===== src/rtl/pipe_stage_reg.sv =====
// pipe_stage_reg: valid/ready pipeline stage register with flush, optional 2-entry skid buffer and NOP control on bubbles
module pipe_stage_reg #(
    parameter int                DATA_W   = 32,
    parameter int                CTRL_W   = 7,
    parameter bit                SKID     = 1'b1,
    parameter logic [DATA_W-1:0] DATA_RST = '0,
    parameter logic [CTRL_W-1:0] CTRL_NOP = '0
) (
    input  logic              clk_i,
    input  logic              rst_n_i,
    input  logic              valid_i,
    output logic              ready_o,
    input  logic [CTRL_W-1:0] ctrl_i,
    input  logic [DATA_W-1:0] data_i,
    input  logic              flush_i,
    output logic              valid_o,
    input  logic              ready_i,
    output logic [CTRL_W-1:0] ctrl_o,
    output logic [DATA_W-1:0] data_o,
    output logic [1:0]        occ_o
);
    typedef enum logic [1:0] {EMPTY = 2'd0, ONE = 2'd1, TWO = 2'd2} state_t;
    state_t            r_state;
    logic [CTRL_W-1:0] r_main_ctrl, r_skid_ctrl;
    logic [DATA_W-1:0] r_main_data, r_skid_data;
    logic              w_in_fire, w_out_fire;
    // with the skid buffer, ready depends only on registered state; otherwise a full stage accepts when it drains
    assign ready_o    = SKID ? (r_state != TWO) : (r_state == EMPTY || ready_i);
    assign valid_o    = (r_state != EMPTY);
    assign ctrl_o     = valid_o ? r_main_ctrl : CTRL_NOP;
    assign data_o     = r_main_data;
    assign occ_o      = r_state;
    assign w_in_fire  = valid_i && ready_o;
    assign w_out_fire = valid_o && ready_i;
    // occupancy FSM and entry registers; flush discards held entries and any input firing this cycle
    always_ff @(posedge clk_i or negedge rst_n_i) begin
        if (!rst_n_i) begin
            r_state     <= EMPTY;
            r_main_ctrl <= CTRL_NOP;
            r_skid_ctrl <= CTRL_NOP;
            r_main_data <= DATA_RST;
            r_skid_data <= DATA_RST;
        end else if (flush_i) begin
            r_state <= EMPTY;
        end else begin
            case (r_state)
                EMPTY: if (w_in_fire) begin
                    r_main_ctrl <= ctrl_i;
                    r_main_data <= data_i;
                    r_state     <= ONE;
                end
                ONE: if (w_in_fire && (w_out_fire || !SKID)) begin
                    r_main_ctrl <= ctrl_i;
                    r_main_data <= data_i;
                end else if (w_in_fire) begin
                    r_skid_ctrl <= ctrl_i;
                    r_skid_data <= data_i;
                    r_state     <= TWO;
                end else if (w_out_fire) begin
                    r_state <= EMPTY;
                end
                TWO: if (w_out_fire) begin
                    r_main_ctrl <= r_skid_ctrl;
                    r_main_data <= r_skid_data;
                    r_state     <= ONE;
                end
                default: r_state <= EMPTY;
            endcase
        end
    end
endmodule


===== config.mk =====
export PLATFORM = sky130hd
export DESIGN_NAME = pipe_stage_reg
export DESIGN_NICKNAME = d
export VERILOG_FILES = /design/src/rtl/pipe_stage_reg.sv
export SDC_FILE = /design/constraint.sdc
export NUM_CORES = 1
export LEC_CHECK = 0
export CAP_MARGIN = 15
export CORE_ASPECT_RATIO = 0.8
export CORE_MARGIN = 2
export CORE_UTILIZATION = 49
export CTS_CLUSTER_SIZE = 14
export DETAILED_ROUTE_END_ITERATION = 16
export MAX_ROUTING_LAYER = met4
export PLACE_DENSITY = 0.83
export SYNTH_ARGS = -nofsm -noshare
export SYNTH_HDL_FRONTEND = slang
export SYNTH_SLANG_ARGS = --single-unit

===== constraint.sdc =====
create_clock -name clk_i -period 1.9 [get_ports clk_i]
set_input_delay 0.38 -clock clk_i [delete_from_list [all_inputs] [get_ports clk_i]]
set_output_delay 0.38 -clock clk_i [all_outputs]
set_load 0.005 [all_outputs]

After elaboration in Yosys (flattened, before gate mapping)
Cells that the tools add are included.
- add/sub/neg operators: 0
- equal/unequal tests: 10
- reductions and logical operators: 9
- shift operators: 0
- divide/modulo/power cells: 0
- multiplexer cells: 16
- multipliers: 0
- bitwise operators: 2
- $lt $le $gt $ge: 0
- operators by type and width (cell ; number):
    $mux W32 ; 3
    $pmux W32 S3 ; 1
    $mux W7 ; 4
    $pmux W7 S3 ; 1
    $mux W2 ; 6
    $ne A3 B3 Y1 const B ; 3
    $ne A2 B2 Y1 const B ; 4
    $reduce_and A4 Y1 ; 2
    $pmux W2 S3 ; 1
    $reduce_and A5 Y1 ; 1
    $ne A4 B4 Y1 const B ; 1
    $logic_and A1 B1 Y1 ; 3
    $reduce_bool A3 Y1 ; 1
    $eq A2 B1 Y1 const B ; 1
    $eq A2 B2 Y1 const B ; 1
    $logic_not A2 Y1 ; 1
    $not A1 Y1 ; 2
    $reduce_bool A2 Y1 ; 1
- memories: 0
- word-level logic and storage cells: 42
- output and inout port bits: 43
- flip-flop bits (word level): 80
- latch bits: 0
- input port bits: 44
- RAM bits: 0
- memory bits (read-only): 0

Logic depth before layout (Yosys ltp)
- depth in word-level cells: 7
- gate-level depth with buffers: 7
- gate-level depth less buffers: 4

Least setup slack after synthesis
OpenSTA, ideal clock, no wires.
- kind: register to register
- from: register r_state[0] (netlist: occ_o[0])
- to: register r_main_data[10] (netlist: data_o[10])
- slack: 0.153 ns
- required time: 1.775 ns
- library setup time: 0.125 ns
- cell stages (with the launch flop): 6
- period minus slack after synthesis: 1.747 ns
- path buffers: 2
- arrival: 1.622 ns
- path through: dfrtp_1 > nor2b_1 > buf_2 > clkbuf_1 > mux2_2 > mux2_4
- longest elaborated chain between the ends: 5
- elaborated cells between the ends (all ways): 14
- those cells by class: 6 x eq/ne; 1 x mux; 7 x reduce/logical
- RTL lines (element ; line ; source):
    start, declared ; 23 ; state_t r_state;
    start signal, assigned ; 38 ; r_state <= EMPTY;
    start signal, assigned ; 44 ; r_state <= EMPTY;
    start signal, assigned ; 50 ; r_state <= ONE;
    $ne A2 B2 Y1 / $reduce_bool A2 Y1 (equally long branches) ; 28, 29 ;
    $logic_and A1 B1 Y1 (on tied branches) ; 33, 34 ;
    $logic_and A1 B1 Y1 ; 52 ; ONE: if (w_in_fire && (w_out_fire || !SKID)) begin
    $ne A2 B2 Y1 (no line) ; -- ;
    $reduce_and A5 Y1 (no line) ; -- ;
    end signal, assigned ; 49 ; r_main_data <= data_i;
    end signal, assigned ; 54 ; r_main_data <= data_i;
    end signal, assigned ; 64 ; r_main_data <= r_skid_data;
    end, declared ; 25 ; logic [DATA_W-1:0] r_main_data, r_skid_data;
Several ways; a longest one is shown, not always the timed one.
A chain may end at the register's enable or synchronous reset.

Worst setup path after layout
- from: register r_state[1] (netlist: occ_o[1])
- to: register r_main_data[15] (netlist: data_o[15])
Same word-level chain as after synthesis.

==> key figures <==
Layout
  – Area of the multi-input gates: between 0.0015 and 0.002 mm²
  – Final net count: roughly 390
  – Finished Layout Cells: ~440
  – Layout cell share with drive strength beyond 1: approximately half
  – Register area: between 0.002 and 0.0025 mm²
  – Diode count: 0
  – Final core occ: 73.30%
  – # fillers: 472
  – Area delta synth->final: 42.80%
  – Final Instance Area: a little over 0.005 mm²

Floorplan
  – Chip Width: between 90 and 100 µm
  – Die Area: between 0.007 and 0.008 mm²
  – Core area: between 0.006 and 0.007 mm²
  – Initial core utilization: slightly above 50%
  – Die height: about 80 µm
  – Io pins: between 80 and 90
  – # rows: 27

Detailed routing
  – Residual DRC: 0
  – Routed len/inst: around 19 µm
  – Total number of vias: around 2,300
  – WL final: 8112 µm
  – Drt pass-1 iters: 3
  – Initial DRC count: 47
  – ANT nets after route: 0
  – Via/cell ratio: 5.291

Place
  – GP Congestion: roughly 0.74
  – Port Buf Inserts: 86
  – DP Worst Slack: -210.0 ps
  – Post-detail-place hpwl: between 4000 and 5000 µm
  – DP Area: between 0.004 and 0.005 mm²
  – Placed cells: between 400 and 500

STA
  – Worst slew pin tran: 440.0 ps
  – Fmax: between 500 and 600 MHz
  – Fin crit share: 100.4%
  – Setup-failing EPs final: 3
  – Unrepaired setup endpoints after global routing: yes
  – Final Critical Period: around 1900 ps
  – Relative slew slack: between 70 and 80%
  – Fin. Hold Viols: 0
  – Final setup skew: roughly 7.8 ps
  – Worst setup margin: -7.003 ps
  – Max-slew violations: 0

Critical path
  – Startpoint types: register
  – RR Startpoint: occ_o[1]
  – Crit Path Max Fanout: 6
  – Worst Path Arrival: approximately 2100 ps
  – R2R Setup Slk: -7 ps
  – FF-to-FF End: data_o[15]
  – CP Class: reg -> reg
  – Required @ worst endpoint: 2130 ps
  – Crit. End Element: register
  – R2R depth: 7

Synth
  – Post-synthesis instance area: roughly 0.0036 mm²
  – Most frequent cell after synthesis: mux2_2
  – Mapped Cells: around 230
  – Yosys top cell by area: dfrtp_1
  – Synthesized area per cell: around 15 µm²
  – Async set-reset flop share out of synthesis: 100.0%
  – Main area contributors after synthesis: dfrtp_1 56%, mux2_2 34%, mux2_4 4.2%, nor2b_1 1.4%, buf_2 1.3%
  – Seq/Total Area, Yosys: 56.04%
  – Yosys warning total: 0
  – Top cells by count, synth: 107 x mux2_2, 80 x dfrtp_1, 10 x mux2_4
  – Main flop type after synthesis: dfrtp_1
  – Syn_nets: between 200 and 300
  – Post-synthesis cell type count: 19
  – Post-synthesis register bit count: 80
  – Post-synth EDFFs: 0
  – Yosys top cell area share: between 50 and 60%

Outcome
  – Status: finished, violations left
  – Failing checks: setup timing

Clock network
  – Clk sinks: 80
  – Root buffer cell: clkbuf_8
  – Total CTS buffers: 9
  – Clock Path Buffers: 2
  – Clk slew on worst S/H paths: 80 ps
  – CTS tree: done
  – Worst skew pair latency: about 350 ps
  – Htree depth: 3

Global routing
  – Vias in the first global route: 2,426
  – Largest net degree at the start of global routing: just over 80
  – Grt total ovfl: 0
  – Global-route wire length before repair: ~12,000 µm
  – All-Layer GR Usage: between 20% and 30%
  – Initial antenna violation count: 0

Job
  – Max-Cap Viols: 0

Power and ir drop
  – Power Density: ~950 mW/mm²
  – Leakage: 2.230 nW
  – VDD IR max: 601.5 µV

Worst hold path
  – Class of the worst hold path: in -> async
==> state kept, by name, summed over array words and instances (netlist names) <==
register / count
data_o: 32
r_main_ctrl: 7
occ_o: 2
r_skid_data: 32
r_skid_ctrl: 7
==> cell type report <==
class / count / area share [%]
flip-flops and latches: 80 / 39.27
clock buffers: 14 / 3.581
repair buffers: 113 / 23.50
well taps: 87 / 2.134
inverters: 2 / 0.1472
clock inverters: 2 / 0.6868
multi-input cells: 138 / 30.68
==> layer usage <==
| layer | part of all wire, % | global-route usage [%] | up-vias |
|---|---|---|---|
| met3 | 5.9 | 7.485 | 9 |
| met4 | 0.91 | 4.795 | 0 |
| met5 | 0 | - | - |
| li1 | - | - | 1054 |
| met2 | 48 | 32.84 | 69 |
| met1 | 45 | 23.89 | 1175 |
==> worst max-delay path by stage <==
stage	slack [ps]	to	startpoint
floorplan	150	data_o[10]	occ_o[0]
global placement	-160	data_o[3]	valid_i
detailed placement	-210	r_main_ctrl[5]	valid_i
CTS	30	ctrl_o[4]	occ_o[1]
global route	-50	data_o[15]	occ_o[1]
finish	-7	data_o[15]	occ_o[1]
==> cells by family (layout without fill, tap and decap cells) <==
group | Yosys count | after routing | synth area share [%]
multiplexers | 118 | 118 | 38.21
flip-flops | 80 | 80 | 56.04
AND/OR/NAND/NOR | 16 | 16 | 2.487
buffers and inverters | 15 | 131 | 2.417
AO/OA/AOI/OAI | 4 | 4 | 0.8407
==> through the flow <==
stage / power [mW] / TNS (ps) / hold slack, ps
after floorplan: 2.841 / 0 / 84.41
after global placement: 3.406 / -6666 / 439.3
after detailed placement: 3.475 / -9164 / 442.0
after CTS: 4.808 / 0 / 55.55
after global routing: 5.103 / -497.4 / 70.83
final: 4.861 / -18.20 / 27.11
==> critical path: stages, from the launching register on <==
cell and delay [ps]:
dfrtp_2 450, buf_6 130, and2b_2 270, o21ai_4 90
a21oi_4 220, buf_12 170, clkbuf_16 150, mux2_4 310
==> power by group <==
group	internal (mW)	switching (mW)
combinational	0.844	0.360
sequential	2.11	0.219
clock	0.750	0.576
==> placed cells by master, fill, tap and decap left out, types with 2 or more instances in the layout <==
master           count
buf_6                6
dlygate4sd2_1        8
dfrtp_1             79
clkdlybuf4s50_1     75
nor2_1               3
clkbuf_16            3
nor2b_1              7
mux2_4              20
buf_4               13
clkbuf_8            13
buf_12               6
mux2_2              97
inv_1                2
==> repair_timing <==
action	in CTS	in global routing
pin swaps	0	2
gates resized for setup	11	21
endpoints found under the setup margin	9	16
hold endpoints to repair	0	0
hold buffers	0	0
cloned	0	5
buffers inserted	6	4
Note: power is estimated with default switching activity, not from simulation.
